## config.mk

```make
export PLATFORM = sky130hd
export DESIGN_NAME = param_sync_tracker
export DESIGN_NICKNAME = d
export VERILOG_FILES = /design/src/rtl/param_sync_pkg.sv /design/src/rtl/param_stabilizer.sv /design/src/rtl/param_sync_tracker.sv
export SDC_FILE = /design/constraint.sdc
export NUM_CORES = 1
export LEC_CHECK = 0
export CELL_PAD_IN_SITES_DETAIL_PLACEMENT = 1
export CELL_PAD_IN_SITES_GLOBAL_PLACEMENT = 1
export CORE_ASPECT_RATIO = 0.75
export CORE_UTILIZATION = 50
export DETAILED_ROUTE_END_ITERATION = 12
export MAX_ROUTING_LAYER = met4
export PLACE_DENSITY_LB_ADDON = 0.15
export SYNTH_ARGS = -nofsm -noshare
export SYNTH_HDL_FRONTEND = slang
export SYNTH_SLANG_ARGS = --single-unit
```

## constraint.sdc

```tcl
create_clock -name clk_pixel -period 14.8 [get_ports clk_pixel]
set_clock_uncertainty 0.15 [all_clocks]
set_input_delay 2.96 -clock clk_pixel [delete_from_list [all_inputs] [get_ports clk_pixel]]
set_output_delay 2.96 -clock clk_pixel [all_outputs]
set_load 0.01 [all_outputs]
```

## src/rtl/param_sync_pkg.sv

```systemverilog
// Shared defaults and channel naming for the parameter synchroniser/tracker.
package param_sync_pkg;
  localparam int N_CH_DEFAULT  = 12;
  localparam int WIDTH_DEFAULT = 10;

  typedef enum logic [3:0] {
    VOLUME           = 4'd0,
    PITCH            = 4'd1,
    DELAY_WET        = 4'd2,
    DELAY_RATE       = 4'd3,
    DELAY_FEEDBACK   = 4'd4,
    REVERB_WET       = 4'd5,
    REVERB_SIZE      = 4'd6,
    REVERB_FEEDBACK  = 4'd7,
    FILTER_QUALITY   = 4'd8,
    FILTER_CUTOFF    = 4'd9,
    DISTORTION_DRIVE = 4'd10,
    CRUSH_PRESSURE   = 4'd11
  } channel_e;
endpackage

```

## src/rtl/param_stabilizer.sv

```systemverilog
// One channel: multi-flop synchroniser, candidate register and stability counter.
// accept is asserted when the candidate has been stable long enough and is new.
module param_stabilizer
  import param_sync_pkg::*;
#(
  parameter int WIDTH         = WIDTH_DEFAULT,
  parameter int SYNC_STAGES   = 2,
  parameter int STABLE_CYCLES = 4
) (
  input  logic             clk_pixel,
  input  logic             rst_n,
  input  logic [WIDTH-1:0] din,
  input  logic [WIDTH-1:0] accepted,
  output logic [WIDTH-1:0] cand,
  output logic             accept
);
  localparam int CNT_W = (STABLE_CYCLES > 1) ? $clog2(STABLE_CYCLES) : 1;
  localparam logic [CNT_W-1:0] CNT_MAX = CNT_W'(STABLE_CYCLES - 1);

  logic [WIDTH-1:0] sync_q [SYNC_STAGES];
  logic [CNT_W-1:0] cnt;

  always_ff @(posedge clk_pixel or negedge rst_n) begin
    if (!rst_n) begin
      for (int i = 0; i < SYNC_STAGES; i++) sync_q[i] <= '0;
      cand <= '0;
      cnt  <= '0;
    end else begin
      sync_q[0] <= din;
      for (int i = 1; i < SYNC_STAGES; i++) sync_q[i] <= sync_q[i-1];
      // Synchronised word -> candidate; any difference restarts the stability count
      if (sync_q[SYNC_STAGES-1] != cand) begin
        cand <= sync_q[SYNC_STAGES-1];
        cnt  <= '0;
      end else if (cnt != CNT_MAX) begin
        cnt <= cnt + CNT_W'(1);
      end
    end
  end

  assign accept = (cnt == CNT_MAX) && (cand != accepted);
endmodule

```

## src/rtl/param_sync_tracker.sv

```systemverilog
// Synchronises N_CH parameter words from a foreign domain, publishes tear-free values
// and reports each changed channel once through a round-robin valid/ready event slot.
module param_sync_tracker
  import param_sync_pkg::*;
#(
  parameter int N_CH          = N_CH_DEFAULT,
  parameter int WIDTH         = WIDTH_DEFAULT,
  parameter int SYNC_STAGES   = 2,
  parameter int STABLE_CYCLES = 4
) (
  input  logic                      clk_pixel,
  input  logic                      rst_n,
  input  logic [N_CH*WIDTH-1:0]     params_async_in,
  output logic [N_CH*WIDTH-1:0]     params_out,
  output logic                      change_valid,
  input  logic                      change_ready,
  output logic [$clog2(N_CH)-1:0]   change_ch,
  output logic [WIDTH-1:0]          change_value,
  output logic [N_CH-1:0]           pending_mask
);
  localparam int CH_W = $clog2(N_CH);

  logic [N_CH-1:0]  accept;
  logic [WIDTH-1:0] cand [N_CH];
  logic [N_CH-1:0]  pending;
  logic [N_CH-1:0]  clr;
  logic [CH_W-1:0]  ptr;
  logic [CH_W-1:0]  sel;
  logic             found;
  logic             load;

  for (genvar c = 0; c < N_CH; c++) begin : g_ch
    param_stabilizer #(
      .WIDTH         (WIDTH),
      .SYNC_STAGES   (SYNC_STAGES),
      .STABLE_CYCLES (STABLE_CYCLES)
    ) u_stab (
      .clk_pixel (clk_pixel),
      .rst_n     (rst_n),
      .din       (params_async_in[c*WIDTH +: WIDTH]),
      .accepted  (params_out[c*WIDTH +: WIDTH]),
      .cand      (cand[c]),
      .accept    (accept[c])
    );
  end

  // Round-robin search starting just after the last granted channel
  always_comb begin
    int idx;
    idx   = 0;
    sel   = ptr;
    found = 1'b0;
    for (int i = 1; i <= N_CH; i++) begin
      idx = (int'(ptr) + i) % N_CH;
      if (!found && pending[idx]) begin
        found = 1'b1;
        sel   = CH_W'(idx);
      end
    end
  end

  assign load         = (!change_valid || change_ready) && found;
  assign clr          = load ? (N_CH'(1) << sel) : '0;
  assign pending_mask = pending;

  always_ff @(posedge clk_pixel or negedge rst_n) begin
    if (!rst_n) begin
      params_out <= '0;
      pending    <= '0;
    end else begin
      for (int c = 0; c < N_CH; c++)
        if (accept[c]) params_out[c*WIDTH +: WIDTH] <= cand[c];
      // A fresh accept on the grant edge keeps the channel pending
      pending <= (pending & ~clr) | accept;
    end
  end

  // Event slot: refills whenever empty or being consumed
  always_ff @(posedge clk_pixel or negedge rst_n) begin
    if (!rst_n) begin
      change_valid <= 1'b0;
      change_ch    <= '0;
      change_value <= '0;
      ptr          <= CH_W'(N_CH - 1);
    end else if (!change_valid || change_ready) begin
      change_valid <= found;
      if (found) begin
        change_ch    <= sel;
        change_value <= params_out[sel*WIDTH +: WIDTH];
        ptr          <= sel;
      end
    end
  end
endmodule

```

==> impl_metrics.json, run 1 <==
{
  "n_fill_cell": 4184,
  "clockBufferDepth": 3,
  "die_y_um": 187,
  "synthCells": 1714,
  "io_pins": 270,
  "diodes": 0,
  "ys_seq_elements": 534,
  "p_comb_frac": 0.528,
  "switching_share": 0.439,
  "clkPwrFrac": 0.212,
  "core_mm2": 0.0448,
  "drive_gt1_frac": 0.165,
  "seqPwrFrac": 0.260,
  "power_mw": 6.44,
  "fin_nets": 2051,
  "fmax_mhz": 141,
  "track_usage": 0.297,
  "worst-setup-path-type": "reg2reg",
  "dp_hpwl_um": 47600,
  "startpoint": "ptr[1]$_DFFE_PN1P_",
  "maxSlewViolCount": 0,
  "status": "finished, final reports clean",
  "synth_edf_count": 0,
  "cp-start-kind": "flip-flop",
  "firstDrtPassIters": 5,
  "die_area_mm2": 0.0465,
  "drt_iter0_markers": 881,
  "synthFlopType": "dfrtp_1",
  "busiest_layer": "met2",
  "cts_made_buffers": 51,
  "die_x_um": 249,
  "synth_cell_types": 100,
  "ir_drop_v": 0.000344,
  "grt-ovfl-total": 0,
  "post-cts-setup-buffers": 0,
  "cts.repair.resized": 0,
  "cts_hold_buf": 0,
  "setup_tns_ns": 0,
  "htreeDepth": 2,
  "r2r-start": "ptr[1]$_DFFE_PN1P_",
  "syn_nets": 1881,
  "start_util": 0.508,
  "use_met3": 0.0409,
  "final_common_cell": "dfrtp_1",
  "cp_data_required_time_ns": 15.03,
  "period_minus_slack_ns": 7.11,
  "rows": 67,
  "finalSetupViolations": 0,
  "syn_area_mm2": 0.0228,
  "end_kind": "flip-flop",
  "gr-usage-met1": 0.410,
  "min_path_type": "reg2reg",
  "regArea_mm2": 0.0134,
  "io_buffers": 269,
  "cts_tree": "yes",
  "cp_data_arrival_time_ns": 7.35,
  "gp_congestion": 0.903,
  "viasPerCell": 5.81,
  "multi_input_area_mm2": 0.00869,
  "drt-wirelength-per-cell_um": 26.1,
  "rsz0062_at_grt": "false",
  "cts.clk_slew.worst_paths_ns": 0.07,
  "drv_cap": 0,
  "ys_warn_count": 0,
  "grt_max_degree": 102,
  "drc": 0,
  "grt_pass1_wl_um": 101000,
  "root_buffer": "clkbuf_16",
  "hold_viol_final": 0,
  "power_density_mw_per_mm2": 235,
  "yosysSeqAreaShare": 0.586,
  "cts_sinks": 534,
  "worstPathMaxFanout": 24,
  "grt_pass1_vias": 15700,
  "async_flop_share": 1.00,
  "drtAntennaViolNets": 0,
  "clk_latency_ns": 0.59,
  "syn_to_final_growth_pct": 20.3,
  "relSlewSlack": 0.134,
  "p_int_mw": 3.62,
  "max_slew.worst_pin.slew_ns": 1.28,
  "antenna_found_initial": 0,
  "synth_area_per_cell_um2": 13.3,
  "p_leak_nw": 11.9,
  "hold_path.startpoint": "g_ch[2].u_stab.sync_q[10]$_DFF_PN0_",
  "grt_use_met2": 0.474,
  "totalWireLength_um": 65600,
  "power.switching_mw": 2.83,
  "final_cell_mix": "531 x dfrtp_1, 268 x clkdlybuf4s50_1, 135 x xor2_1",
  "fin_crit_sh": 0.481,
  "vias": 14600
}
cells by family (layout without fill, tap and decap cells):
kind of cell,count (synthesis),in the layout,share of synthesized area
mux,188,188,0.112
fa+ha+maj,44,44,0.0241
xor+xnor,267,267,0.105
flops,534,534,0.586
buf+inv,187,398,0.0336
simple gates,285,285,0.0698
compound gates,209,209,0.0686
cell usage after synthesis (all sizes together) (5+ instances only):
cell type    n  area (µm²)
a31oi        5        31.3
nor2        62         248
buf         25         158
nor4        31         215
a21oi       43         241
and3         5        31.3
o31ai        7        52.6
or2          7        43.8
xnor2      130        1170
nand4       40         265
nand2b      10        62.6
mux2       125        1410
xor2       135        1180
nor2b       14        95.1
clkbuf     141         529
a21o         7        52.6
o41ai       14         123
o21a         8        60.1
or3          9        56.3
and2         7        43.8
ha          44         551
o211ai       9        86.3
a22oi       11         101
mux4        42         946
nand3       22         110
inv         21        78.8
o211a        5        50.1
dfrtp      531       13300
nor3        15        80.1
a211oi       7        62.6
nand2       40         153
a21boi       5        41.3
mux2i       21         210
o21ai       36         180
sequential cells by signal, indices dropped and copies added (netlist names):
| name | cells |
|---|---|
| change_ch | 4 |
| change_valid | 1 |
| change_value | 10 |
| g_ch.u_stab.cand | 120 |
| g_ch.u_stab.cnt | 24 |
| g_ch.u_stab.sync_q | 240 |
| params_out | 120 |
| pending_mask | 12 |
| ptr | 3 |
layer usage:
metal	up-vias	wire length [µm]
met2	380	31800
met3	85	3000
li1	6315	-
met1	7806	29500
met5	-	0
met4	0	1230
final cells by class:
class                      count  area share
sequential                   534       0.487
inverter                      21     0.00287
timing repair buffer         283       0.102
clock inverter                27      0.0124
multi-input combinational    993       0.317
clock buffer                  67      0.0520
tap                          586      0.0267
power groups by stage:
| stage | clock network, mW | logic (mW) | registers [mW] |
|---|---|---|---|
| after CTS | 1.39 | 3.38 | 1.68 |
| after detailed placement | 0 | 3.36 | 1.70 |
| after global routing | 1.45 | 3.66 | 1.69 |
| after global placement | 0 | 3.27 | 1.70 |
| final | 1.37 | 3.40 | 1.68 |
| after floorplan | 0 | 2.66 | 1.65 |
metrics by stage:
stage	hold WS [ns]	cell area (µm²)	instances	util	setup WS [ns]
after floorplan	0.181	22800	1714	-	8.98
after global placement	0.182	25700	2417	0.572	8.02
after detailed placement	0.186	25700	2417	0.572	7.77
after CTS	0.196	27400	2511	0.612	7.70
after global routing	0.204	27400	2511	0.612	7.12
final	0.194	27400	2511	0.612	7.69
worst paths after layout:
kind                                                            to  slack (ns)  cells after the start
worst min-delay path            g_ch[2].u_stab.sync_q[0]$_DFF_PN0_        0.19                      0
worst max register to register           pending_mask[9]$_DFF_PN0_        7.69                     21
worst max-delay path                     pending_mask[9]$_DFF_PN0_        7.69                     21
max in group asynchronous       g_ch[6].u_stab.cand[6]$_DFFE_PN0P_        9.69                      3
worst min register to register  g_ch[2].u_stab.sync_q[0]$_DFF_PN0_        0.19                      0
min in group asynchronous       g_ch[9].u_stab.sync_q[9]$_DFF_PN0_        2.27                      1
worst max-delay path: stages, from the launching register on:
cell and delay [ns]:
dfstp_2 0.90, inv_1 0.31, ha_1 0.29, xor2_1 0.33, inv_1 0.12, ha_1 0.29, a311oi_1 0.23, a21o_1 0.14
ha_1 0.25, nor2b_1 0.14, a22o_1 0.20, a211oi_1 0.55, mux2i_1 0.34, o21ai_1 0.24, o21bai_1 0.22, a21oi_1 0.08
nor4b_1 0.49, a2bb2oi_1 0.41, nor2_2 0.18, nor2_1 0.62, nor4b_1 0.30, o21ai_0 0.14
No activity file was read; power rests on OpenSTA's default activity.
==> inputs of run 2 (changes only) <==
--- a/config.mk
+++ b/config.mk
@@ -8,7 +8,7 @@
 export CELL_PAD_IN_SITES_DETAIL_PLACEMENT = 1
 export CELL_PAD_IN_SITES_GLOBAL_PLACEMENT = 1
 export CORE_ASPECT_RATIO = 0.75
-export CORE_UTILIZATION = 50
+export CORE_UTILIZATION = 46
 export DETAILED_ROUTE_END_ITERATION = 12
 export MAX_ROUTING_LAYER = met4
 export PLACE_DENSITY_LB_ADDON = 0.15
==> constraint.sdc (replaced) <==
create_clock -name clk_pixel -period 7.2 [get_ports clk_pixel]
set_clock_uncertainty 0.15 [all_clocks]
set_input_delay 1.44 -clock clk_pixel [delete_from_list [all_inputs] [get_ports clk_pixel]]
set_output_delay 1.44 -clock clk_pixel [all_outputs]
set_load 0.01 [all_outputs]
==> run 2 against run 1 <==
Combinational power grew 120%; global-route usage down 2.6 points; sequential power is 100% higher; worst setup slack lost 7.2 ns; critical path type unchanged; critical endpoint unchanged; largest cell class unchanged; highest routed layer unchanged.
==> impl_metrics.json, run 2 (synthesis gave the netlist of run 1 again) <==
{
  "rows": 70,
  "relSlewSlack": 0.257,
  "clk_latency_ns": 0.62,
  "core_mm2": 0.0489,
  "gp_congestion": 0.906,
  "cp-start-kind": "flip-flop",
  "drv_cap": 0,
  "worst-setup-path-type": "reg2reg",
  "cts_tree": "yes",
  "drtAntennaViolNets": 0,
  "largest_register_ffs": 240,
  "syn_to_final_growth_pct": 20.9,
  "dp_hpwl_um": 47900,
  "setup_tns_ns": 0,
  "top_regs": "g_ch.u_stab.sync_q: 240 flops, g_ch.u_stab.cand: 120 flops, params_out: 120 flops",
  "drt-wirelength-per-cell_um": 25.1,
  "start_util": 0.467,
  "grt_use_met2": 0.419,
  "busiest_layer": "met2",
  "clockBufferDepth": 3,
  "postLayoutCoreUtil": 0.564,
  "maxSlewViolCount": 0,
  "viasPerCell": 5.58,
  "track_usage": 0.270,
  "hold_viol_final": 0,
  "gr-usage-met1": 0.374,
  "drt_iter0_markers": 848,
  "cts_made_buffers": 50,
  "layout_setup_ws_ns": 0.502,
  "die_x_um": 259,
  "final_cell_mix": "531 x dfrtp_1, 268 x clkdlybuf4s50_1, 135 x xor2_1",
  "cp_data_arrival_time_ns": 6.98,
  "final_common_cell": "dfrtp_1",
  "io_pins": 270,
  "worstPathMaxFanout": 13,
  "n_fill_cell": 4753,
  "drc": 0,
  "top_register": "g_ch.u_stab.sync_q",
  "fin_nets": 2062,
  "cts.repair.resized": 0,
  "die_area_mm2": 0.0505,
  "use_met3": 0.0425,
  "grt_pass1_vias": 15400,
  "post-cts-setup-buffers": 0,
  "dp_slack_ns": 0.543,
  "end_kind": "flip-flop",
  "drive_gt1_frac": 0.169,
  "grt_pass1_wl_um": 98600,
  "die_y_um": 195,
  "fin_crit_sh": 0.930,
  "ir_drop_v": 0.000904,
  "grt-ovfl-total": 0,
  "root_buffer": "clkbuf_16",
  "power_mw": 13.5,
  "rsz0062_at_grt": "false",
  "power_density_mw_per_mm2": 489,
  "cts.clk_slew.worst_paths_ns": 0.06,
  "cts_hold_buf": 0,
  "max_slew.worst_pin.slew_ns": 1.10,
  "min_path_type": "reg2reg",
  "p_leak_nw": 12.0,
  "vias": 14400,
  "htreeDepth": 2,
  "fmax_mhz": 149,
  "period_minus_slack_ns": 6.70,
  "status": "finished, final reports clean",
  "finalSetupViolations": 0,
  "io_buffers": 269,
  "antenna_found_initial": 4,
  "cp_data_required_time_ns": 7.48,
  "firstDrtPassIters": 5,
  "grt_max_degree": 184,
  "cts_sinks": 534,
  "totalWireLength_um": 64900
}
-- run 2: changes by cell type in the layout (fill, tap and decap cells not counted), sizes merged --
cell	change
bufinv	-1
buf	+12
diode	+1
clkinv	+3
inv	+2
clkinvlp	-2
clkbuf	-3
-- run 2: routing by layer --
metal	share of wire	wire [µm]	up-vias
met5	0	0	-
met4	0.021	1340	0
met3	0.054	3480	90
met2	0.48	31100	341
met1	0.45	29000	7652
li1	-	-	6329
-- run 2: report_power, final --
group	switching (mW)	total (mW)	internal, mW	leakage (nW)
registers	0.183	3.38	3.20	6.58
clock network	1.19	2.73	1.54	0.836
logic	4.53	7.37	2.84	4.55
-- run 2: cell type report --
| class | count | area (µm²) | area share |
|---|---|---|---|
| multi-input cells | 993 | 8690 | 0.315 |
| clock buffers | 64 | 1370 | 0.0498 |
| well taps | 648 | 811 | 0.0294 |
| flip-flops and latches | 534 | 13400 | 0.485 |
| repair buffers | 295 | 2920 | 0.106 |
| diodes | 1 | 2.50 | 0.0000908 |
| clock inverters | 29 | 332 | 0.0120 |
| inverters | 21 | 78.8 | 0.00286 |
-- run 2: critical path, stage by stage (launching register included) --
cell	delay [ns]
dfstp_2	0.73
inv_1	0.25
ha_1	0.27
xor2_1	0.33
inv_1	0.13
ha_1	0.29
a311oi_1	0.26
a21o_1	0.12
ha_1	0.25
nor2b_1	0.14
a22o_1	0.20
a211oi_1	0.48
mux2i_1	0.39
o21ai_1	0.28
o21bai_1	0.22
a21oi_1	0.09
nor4b_1	0.49
a2bb2oi_1	0.40
nor2_2	0.18
nor2_1	0.14
buf_4	0.20
nor4b_1	0.39
o21ai_0	0.14
-- run 2: path summary, 6_finish.rpt --
path                                                           start                                  end  slack, ns  cells past startpoint
worst min register to register  g_ch[11].u_stab.sync_q[16]$_DFF_PN0_  g_ch[11].u_stab.sync_q[6]$_DFF_PN0_       0.20                      0
worst max-delay path                              ptr[1]$_DFFE_PN1P_            pending_mask[9]$_DFF_PN0_       0.50                     22
min in group asynchronous                                      rst_n   g_ch[8].u_stab.cand[0]$_DFFE_PN0P_       0.74                      1
worst min-delay path            g_ch[11].u_stab.sync_q[16]$_DFF_PN0_  g_ch[11].u_stab.sync_q[6]$_DFF_PN0_       0.20                      0
worst max register to register                    ptr[1]$_DFFE_PN1P_            pending_mask[9]$_DFF_PN0_       0.50                     22
max in group asynchronous                                      rst_n           params_out[59]$_DFFE_PN0P_       4.67                      2
-- run 2: stage by stage --
stage | hold WS, ns | area (µm²) | cells
after global routing | 0.202 | 27600 | 2585
after CTS | 0.195 | 27500 | 2580
after global placement | 0.181 | 25800 | 2487
after floorplan | 0.181 | 22800 | 1714
final | 0.196 | 27600 | 2585
after detailed placement | 0.186 | 25800 | 2487
